===== src/rtl/pea_pkg.sv =====
// Shared types and default constants for the radix-16 processing-element divider.
package pea_pkg;

  typedef enum logic [1:0] {
    DIV  = 2'b00,
    DIVU = 2'b01,
    REM  = 2'b10,
    REMU = 2'b11
  } div_op_t;

  typedef enum logic [1:0] {
    StIdle,
    StCalc,
    StDone
  } div_state_e;

  localparam int unsigned N_BITS_DEF         = 32;
  localparam int unsigned BITS_PER_CYCLE_DEF = 4;
  localparam int unsigned N_RADIX            = 1 << BITS_PER_CYCLE_DEF;
  localparam int unsigned N_DIV_STAGE        = N_BITS_DEF / BITS_PER_CYCLE_DEF;

endpackage


===== src/rtl/pe_div_step.sv =====
// Combinational block of BITS_PER_CYCLE restoring-division iterations, MSB first.
module pe_div_step
  import pea_pkg::*;
#(
  parameter int unsigned N_BITS         = N_BITS_DEF,
  parameter int unsigned BITS_PER_CYCLE = BITS_PER_CYCLE_DEF
) (
  input  logic [N_BITS-1:0] rem_i,
  input  logic [N_BITS-1:0] quo_i,
  input  logic [N_BITS-1:0] div_i,
  output logic [N_BITS-1:0] rem_o,
  output logic [N_BITS-1:0] quo_o
);

  logic [N_BITS:0]   rem_w;
  logic [N_BITS-1:0] quo_w;

  // quo holds the unconsumed dividend bits on top and the new quotient bits below.
  always_comb begin
    rem_w = {1'b0, rem_i};
    quo_w = quo_i;
    for (int unsigned i = 0; i < BITS_PER_CYCLE; i++) begin
      rem_w = {rem_w[N_BITS-1:0], quo_w[N_BITS-1]};
      quo_w = {quo_w[N_BITS-2:0], 1'b0};
      if (rem_w >= {1'b0, div_i}) begin
        rem_w    = rem_w - {1'b0, div_i};
        quo_w[0] = 1'b1;
      end
    end
    rem_o = rem_w[N_BITS-1:0];
    quo_o = quo_w;
  end

endmodule


===== src/rtl/pe_div_unit.sv =====
// Iterative signed/unsigned divider: magnitudes are divided BITS_PER_CYCLE bits per cycle,
// signs are applied when the result is registered.
module pe_div_unit
  import pea_pkg::*;
#(
  parameter int unsigned N_BITS         = N_BITS_DEF,
  parameter int unsigned BITS_PER_CYCLE = BITS_PER_CYCLE_DEF
) (
  input  logic              clk_i,
  input  logic              rst_n_i,
  input  logic              in_valid_i,
  output logic              in_ready_o,
  input  div_op_t           op_i,
  input  logic [N_BITS-1:0] a_i,
  input  logic [N_BITS-1:0] b_i,
  input  logic              flush_i,
  output logic              out_valid_o,
  input  logic              out_ready_i,
  output logic [N_BITS-1:0] res_o,
  output logic              busy_o
);

  localparam int unsigned N_STAGES = N_BITS / BITS_PER_CYCLE;
  localparam int unsigned CntW     = (N_STAGES > 1) ? $clog2(N_STAGES) : 1;
  localparam logic [CntW-1:0]   LastStage = CntW'(N_STAGES - 1);
  localparam logic [N_BITS-1:0] MinNeg    = {1'b1, {(N_BITS-1){1'b0}}};

  div_state_e        state_q, state_d;
  logic [CntW-1:0]   cnt_q, cnt_d;
  logic [N_BITS-1:0] rem_q, rem_d;
  logic [N_BITS-1:0] quo_q, quo_d;
  logic [N_BITS-1:0] div_q, div_d;
  logic [N_BITS-1:0] res_q, res_d;
  logic              is_rem_q, is_rem_d;
  logic              neg_quo_q, neg_quo_d;
  logic              neg_rem_q, neg_rem_d;

  logic              signed_op, is_rem_op, a_neg, b_neg, div_by_zero, overflow;
  logic [N_BITS-1:0] a_mag, b_mag;
  logic [N_BITS-1:0] step_rem, step_quo, quo_fin, rem_fin;

  assign signed_op   = (op_i == DIV) || (op_i == REM);
  assign is_rem_op   = (op_i == REM) || (op_i == REMU);
  assign a_neg       = signed_op & a_i[N_BITS-1];
  assign b_neg       = signed_op & b_i[N_BITS-1];
  assign a_mag       = a_neg ? -a_i : a_i;
  assign b_mag       = b_neg ? -b_i : b_i;
  assign div_by_zero = (b_i == '0);
  assign overflow    = signed_op && (a_i == MinNeg) && (b_i == '1);

  pe_div_step #(
    .N_BITS         (N_BITS),
    .BITS_PER_CYCLE (BITS_PER_CYCLE)
  ) u_step (
    .rem_i (rem_q),
    .quo_i (quo_q),
    .div_i (div_q),
    .rem_o (step_rem),
    .quo_o (step_quo)
  );

  assign quo_fin = neg_quo_q ? -step_quo : step_quo;
  assign rem_fin = neg_rem_q ? -step_rem : step_rem;

  always_comb begin
    state_d   = state_q;
    cnt_d     = cnt_q;
    rem_d     = rem_q;
    quo_d     = quo_q;
    div_d     = div_q;
    res_d     = res_q;
    is_rem_d  = is_rem_q;
    neg_quo_d = neg_quo_q;
    neg_rem_d = neg_rem_q;
    if (flush_i) begin
      state_d = StIdle;
      cnt_d   = '0;
    end else begin
      unique case (state_q)
        StIdle: begin
          if (in_valid_i) begin
            cnt_d     = '0;
            rem_d     = '0;
            quo_d     = a_mag;
            div_d     = b_mag;
            is_rem_d  = is_rem_op;
            neg_quo_d = a_neg ^ b_neg;
            neg_rem_d = a_neg;
            if (div_by_zero) begin
              state_d = StDone;
              res_d   = is_rem_op ? a_i : '1;
            end else if (overflow) begin
              state_d = StDone;
              res_d   = is_rem_op ? '0 : a_i;
            end else begin
              state_d = StCalc;
            end
          end
        end
        StCalc: begin
          rem_d = step_rem;
          quo_d = step_quo;
          cnt_d = cnt_q + 1'b1;
          if (cnt_q == LastStage) begin
            state_d = StDone;
            cnt_d   = '0;
            res_d   = is_rem_q ? rem_fin : quo_fin;
          end
        end
        StDone: begin
          if (out_ready_i) state_d = StIdle;
        end
        default: state_d = StIdle;
      endcase
    end
  end

  always_ff @(posedge clk_i or negedge rst_n_i) begin
    if (!rst_n_i) begin
      state_q   <= StIdle;
      cnt_q     <= '0;
      rem_q     <= '0;
      quo_q     <= '0;
      div_q     <= '0;
      res_q     <= '0;
      is_rem_q  <= 1'b0;
      neg_quo_q <= 1'b0;
      neg_rem_q <= 1'b0;
    end else begin
      state_q   <= state_d;
      cnt_q     <= cnt_d;
      rem_q     <= rem_d;
      quo_q     <= quo_d;
      div_q     <= div_d;
      res_q     <= res_d;
      is_rem_q  <= is_rem_d;
      neg_quo_q <= neg_quo_d;
      neg_rem_q <= neg_rem_d;
    end
  end

  assign in_ready_o  = (state_q == StIdle) & ~flush_i;
  assign out_valid_o = (state_q == StDone);
  assign busy_o      = (state_q != StIdle);
  assign res_o       = res_q;

endmodule


===== config.mk =====
export PLATFORM = sky130hd
export DESIGN_NAME = pe_div_unit
export DESIGN_NICKNAME = d
export VERILOG_FILES = /design/src/rtl/pea_pkg.sv /design/src/rtl/pe_div_step.sv /design/src/rtl/pe_div_unit.sv
export SDC_FILE = /design/constraint.sdc
export NUM_CORES = 1
export LEC_CHECK = 0
export BUFFER_PORTS_ARGS = -buffer_cell sky130_fd_sc_hd__buf_4
export CAP_MARGIN = 20
export CORE_ASPECT_RATIO = 0.9
export CORE_MARGIN = 3
export CORE_UTILIZATION = 45
export DETAILED_ROUTE_END_ITERATION = 12
export HOLD_SLACK_MARGIN = 0.06
export SLEW_MARGIN = 20
export SYNTH_ARGS = -nofsm -noshare
export SYNTH_HDL_FRONTEND = slang
export SYNTH_SLANG_ARGS = --single-unit

===== constraint.sdc =====
create_clock -name clk_i -period 28.8 [get_ports clk_i]
set_clock_uncertainty 0.15 [all_clocks]
set_input_delay 2.88 -clock clk_i [delete_from_list [all_inputs] [get_ports clk_i]]
set_output_delay 2.88 -clock clk_i [all_outputs]
set_load 0.02 [all_outputs]

### Word-level counts from Yosys, hierarchy flattened

Cells that the tools add are included.

| word-level totals | value |
|---|---|
| register bits after elaboration | 136 |
| bits in latches | 0 |
| bits in writable memories | 0 |
| ROM bits | 0 |
| bits of input ports | 71 |
| output and inout port bits | 35 |
| word-level logic and storage cells | 90 |
| memories kept | 0 |

| operators by class | value |
|---|---|
| $add $sub $neg | 9 |
| multipliers | 0 |
| div/mod/pow operators | 0 |
| magnitude comparators | 4 |
| equality and inequality tests | 13 |
| shift-type cells | 0 |
| multiplexer cells | 35 |
| bitwise logic cells | 5 |
| reduce and logical (&&, ||, !) cells | 15 |

Operators with widths:

| cell | number |
|---|---|
| two-way mux 32 bit | 17 |
| case mux 32 bit (2 select lines) | 3 |
| greater-or-equal comparator 33 x 32 -> 1 bit | 4 |
| negation 32 bit | 4 |
| subtractor 32 bit | 4 |
| == test 32 bit (second input constant) | 2 |
| zero test 32 bit | 1 |
| two-way mux 2 bit | 6 |
| two-way mux 3 bit | 3 |
| != test 3 bit (second input constant) | 3 |
| AND reduction 3 bit | 3 |
| == test 2 bit (second input constant) | 3 |
| case mux 2 bit (3 select lines) | 1 |
| case mux 3 bit (2 select lines) | 1 |
| AND reduction 5 bit | 1 |
| zero test 2 bit | 2 |
| two-way mux 1 bit | 4 |
| != test 2 bit (second input constant) | 2 |
| nonzero test 2 bit | 2 |
| adder 3 x 1 -> 3 bit (second input constant) | 1 |
| AND 1 bit | 3 |
| == test 3 bit (second input constant) | 1 |
| != test 3 x 2 -> 1 bit (second input constant) | 1 |
| nonzero test 3 bit | 1 |
| other kinds (6) | 8 |

### Longest topological paths before layout

| depth | value |
|---|---|
| word-level depth | 13 |
| gate-level depth with buffers | 68 |

### By module

From an unflattened synthesis, not the netlist that was laid out.

| unflattened totals | value |
|---|---|
| cells, all modules | 2287 |
| area total of the unflattened synthesis | 17192.7 um2 |

Modules (own cells, without submodules):

| module | instances | cells each | area an instance (um2) |
|---|---|---|---|
| pe_div_unit | 1 | 1096 | 8892.3 |
| pe_div_step | 1 | 1191 | 8300.5 |

### Least setup slack after synthesis

No wires, ideal clock.

| timing | value |
|---|---|
| kind | register to register |
| start | register div_q[1] |
| end | register res_q[30] (netlist: res_o[30]) |
| library setup time | 0.132 ns |
| data arrival time | 13.733 ns |
| data required time | 28.518 ns |
| path slack | 14.785 ns |
| cell stages (with the launch flop) | 65 |
| period minus slack after synthesis | 14.015 ns |
| cell sequence | dfrtp_1 > inv_1 > ha_1 > nand4_1 > nor4_1 > and4_1 > or4_1 > o31ai_1 > buf_2 > clkbuf_1 > clkbuf_1 > clkbuf_1 > nor2_1 > a21oi_1 > inv_1 > ha_1 > clkbuf_1 > and4_1 > [29 not listed] > a211oi_1 > nor3_1 > o21ai_0 > a41oi_1 > nand2_4 > inv_1 > clkbuf_1 > clkbuf_1 > ha_1 > inv_1 > or2_2 > or2_2 > nand2b_1 > or2_2 > o21ai_0 > xnor2_1 > a221oi_1 > o21ai_1 |

| on the way | value |
|---|---|
| word-level cells in the longest chain between the ends | 13 |

RTL lines:

| item | line | source |
|---|---|---|
| from (decl) | pe_div_unit.sv:32 | `logic [N_BITS-1:0] div_q, div_d;` |
| from (signal assigned) | pe_div_unit.sv:134 | `div_q <= div_d;` |
| subtractor 32 bit / greater-or-equal comparator 33 x 32 -> 1 bit (equally long branches) | pe_div_step.sv:26, pe_div_step.sv:25 |  |
| two-way mux 32 bit | pe_div_step.sv:25 | `if (rem_w >= {1'b0, div_i}) begin` |
| subtractor 32 bit / greater-or-equal comparator 33 x 32 -> 1 bit (equally long branches) | pe_div_step.sv:26, pe_div_step.sv:25 |  |
| two-way mux 32 bit | pe_div_step.sv:25 |  |
| subtractor 32 bit / greater-or-equal comparator 33 x 32 -> 1 bit (equally long branches) | pe_div_step.sv:26, pe_div_step.sv:25 |  |
| two-way mux 32 bit | pe_div_step.sv:25 |  |
| subtractor 32 bit / greater-or-equal comparator 33 x 32 -> 1 bit (equally long branches) | pe_div_step.sv:26, pe_div_step.sv:25 |  |
| two-way mux 32 bit / two-way mux 1 bit (equally long branches) | pe_div_step.sv:25 |  |
| negation 32 bit, on equally long branches | pe_div_unit.sv:63, pe_div_unit.sv:62 |  |
| two-way mux 32 bit, on equally long branches | pe_div_unit.sv:63, pe_div_unit.sv:62 |  |
| two-way mux 32 bit * | pe_div_unit.sv:107 | `res_d = is_rem_q ? rem_fin : quo_fin;` |
| two-way mux 32 bit * | pe_div_unit.sv:104 | `if (cnt_q == LastStage) begin` |
| case mux 32 bit (2 select lines) * | pe_div_unit.sv:79 | `unique case (state_q)` |
| to (signal assigned) | pe_div_unit.sv:135 | `res_q <= res_d;` |
| to (decl) | pe_div_unit.sv:33 | `logic [N_BITS-1:0] res_q, res_d;` |

Every way passes the cells marked *; elsewhere a longest branch is shown, timed or not. The select of a mux whose other input is x is not followed.
A chain may end at the register's enable or synchronous reset.

### Worst setup path after layout

| timing | value |
|---|---|
| start | register div_q[13] |
| end | register res_q[30] (netlist: res_o[30]) |

Same word-level chain as after synthesis.

==> results_dict.tcl <==
set metrics [dict create \
    place.detailed.hpwl_um 58110 \
    most_used_layer_global_route "met2" \
    netlist_instances 2400 \
    hold_viol 0 \
    avgViaCountPerCell 6.406 \
    post-cts-setup-buffer-count 0 \
    cpMaxStageDelayCell "o31a_2" \
    grt_setup_unrepaired "no" \
    yosys_register_bits 136 \
    post_cts_resize_count 0 \
    port_buffer_cells 105 \
    design.final.nets 2639 \
    maxSlewViolCount 0 \
    max_freq_mhz 56.64 \
    drtIter0Drc 2430 \
    placed_cell_area_um2 18760 \
    syn_avg_cell_area_um2 7.336 \
    timing.final.setup_violations 0 \
    final_min_period_over_clock_period_pct 61.30 \
    detailroute.via_count 19000 \
    number_of_synthesized_flops_with_an_enable_pin 0 \
    routed_wire_length_per_instance_um 24.55 \
    cp_arrival_ns 17.84 \
    die_x_um 214.5 \
    worstMarginPinSlew_ns 1.065 \
    fraction_of_final_layout_cells_with_drive_strength_greater_than_1_pct 10.12 \
    clock_tree.htree_level_count 4 \
    synth_flop_cell "dfrtp_1" \
    grt_ovf 0 \
    start_kind "flip-flop" \
    grt_util_met1_pct 49.83 \
    finalInstanceArea_um2 19330 \
    antenna_found_initial 7 \
    drt.antenna.violating_nets 0 \
    cts_buffers 17 \
    max_cap_violations 0 \
    met2_usage_pct 51.06 \
    cts_tree "yes" \
    cp_top_family "compound AO/OA/AOI/OAI gates" \
    grt.total_usage_pct 33.99 \
    grt_start_max_net_pins 73 \
    grt_pass1_vias 17300 \
    clock_pin_slew_on_the_worst_setup_and_hold_paths_ns 0.07 \
    run_status "complete, no violations" \
    drt_pre_antenna_iters 6 \
    area_delta_synth_final_pct 9.806 \
    row_count 68 \
    slew_headroom_pct 28.43 \
    asyncSetResetFlopFracSynth_pct 100.0 \
    clk_latency_ns 0.48 \
    core-area_um2 38460 \
    finalWirelength_um 72800 \
    globalRouteMet3Util_pct 5.531 \
    crit_path_max_fanout 51 \
    tritoncts_num_sinks 136 \
    synth_cell_types 103 \
    layout_commonest_cell "nand2_1" \
    cts_max_path_buffers 2 \
    die_area_um2 41540 \
    timing.critical_path.to_type "flip-flop" \
    post-route-min-period_ns 17.65 \
    fin_setup_tns_ns 0 \
    cts-hold-fix-buffers 0 \
    required_ns 28.99 \
    starting_density_pct 45.78 \
    ios 106 \
    antenna-diode-count 0 \
    cp_slowest_stage_delay_ns 0.79 \
    mostFrequentLayoutCells "nand2_1, o21ai_0, a21oi_1, nor2_1, dfrtp_1" \
    synthesis.nets 2610 \
    drc 0 \
    critical_path_class "reg -> reg" \
    cts.root.buffer_cell "clkbuf_16" \
    post_synthesis_sequential_area_ratio_pct 19.33 \
    worst-path-buf-inv 7 \
    ys_warn_count 0 \
    holdCritPathClass "reg -> reg" \
    chipHeight_um 193.7 \
    routabilityCongestion 1.042 \
    global_route_wire_length_before_repair_um 108400 \
    netlist_area_before_placement_um2 17610 \
]
Yosys cell counts (all sizes together) (6+ instances only):
library cell / count / area, um2
ha: 135 / 1689
o31ai: 31 / 237.7
nand4: 36 / 231.5
xor2: 76 / 665.6
or4: 12 / 97.59
a21boi: 12 / 90.09
o21a: 20 / 150.1
a31o: 7 / 61.31
nor3: 73 / 380.4
or2: 24 / 150.1
o22ai: 11 / 75.07
mux2: 24 / 270.3
dfrtp: 136 / 3403
a21o: 59 / 442.9
and3: 13 / 81.33
o31a: 6 / 53.80
a21oi: 257 / 1286
nor4: 16 / 115.1
buf: 31 / 170.2
and4: 7 / 61.31
o211ai: 14 / 118.9
o21bai: 12 / 90.09
a31oi: 25 / 156.4
a221oi: 20 / 181.4
a22oi: 11 / 82.58
o41ai: 11 / 122.6
a221o: 7 / 70.07
nand2: 304 / 1154
o21ai: 270 / 1351
nor2: 160 / 600.6
mux2i: 27 / 270.3
nand3: 38 / 200.2
nand2b: 23 / 143.9
nor2b: 16 / 100.1
a211oi: 27 / 207.7
inv: 108 / 407.9
and2: 19 / 118.9
clkbuf: 82 / 307.8
or3: 29 / 181.4
xnor2: 121 / 1060
a211o: 9 / 78.83
a22o: 9 / 78.83
state kept, by name, indices dropped and copies added (netlist names), 2 cells and up:
| register | flops |
|---|---|
| res_o | 32 |
| rem_q | 32 |
| div_q | 32 |
| quo_q | 32 |
| cnt_q | 3 |
| state_q | 2 |
final cells by class:
type	instances	area, um2
fillers	3976	19120
clock buffers	20	446.7
flip-flops and latches	136	3403
inverters	109	411.6
well taps	525	656.9
repair buffers	123	927.1
multi-input cells	2042	13360
clock inverters	11	125.1
worst reg2reg max path: cells and delay by family (launching register included):
family,cells,cell delay [ns]
AO/OA/AOI/OAI,23,7.32
XOR/XNOR,1,0.09
adder cells (fa/ha/maj),5,1.95
buffers and inverters,7,1.89
flip-flops,1,0.36
multiplexers,2,1.04
AND/OR/NAND/NOR,14,4.71
worst paths after layout:
path	startpoint	endpoint	slack, ns	depth (start not counted)
max in group asynchronous	rst_n_i	res_o[7]	24.72	2
worst max register to register	div_q[13]	res_o[30]	11.15	52
worst max-delay path	div_q[13]	res_o[30]	11.15	52
min in group asynchronous	rst_n_i	div_q[22]	2.29	1
worst min-delay path	div_q[6]	div_q[6]	0.33	2
worst min register to register	div_q[6]	div_q[6]	0.33	2
per-layer routing:
metal	wire, um	vias up
li1	-	8831
met1	33070	9071
met2	31090	969
met3	6320	128
met4	2298	2
met5	13	-
logic make-up (layout without fill, tap and decap cells):
kind of cell	after synthesis	after routing	share of synthesized area, %
DFF	136	136	19.33
AOI/OAI and AO/OA	865	865	30.97
buffers and inverters	222	263	5.053
muxes	51	51	3.070
xor gates and xnor gates	197	197	9.800
adders and majority gates	142	142	10.22
and+or+nand+nor	787	787	21.56
metrics by stage:
step           cells  setup WS (ns)  util, %  hold WS [ns]
5_1_grt         2966          10.44    50.27        0.3536
6_report        2966          11.15    50.27        0.3276
2_1_floorplan   2400          14.78        -        0.2998
3_5_place_dp    2935          11.66    48.79        0.3199
4_1_cts         2966          11.57    50.27        0.3330
3_3_place_gp    2935          12.04    48.76        0.3119
Power is not shown: default switching activity piles up to over one toggle a cycle in this logic, so the estimate is an artifact.
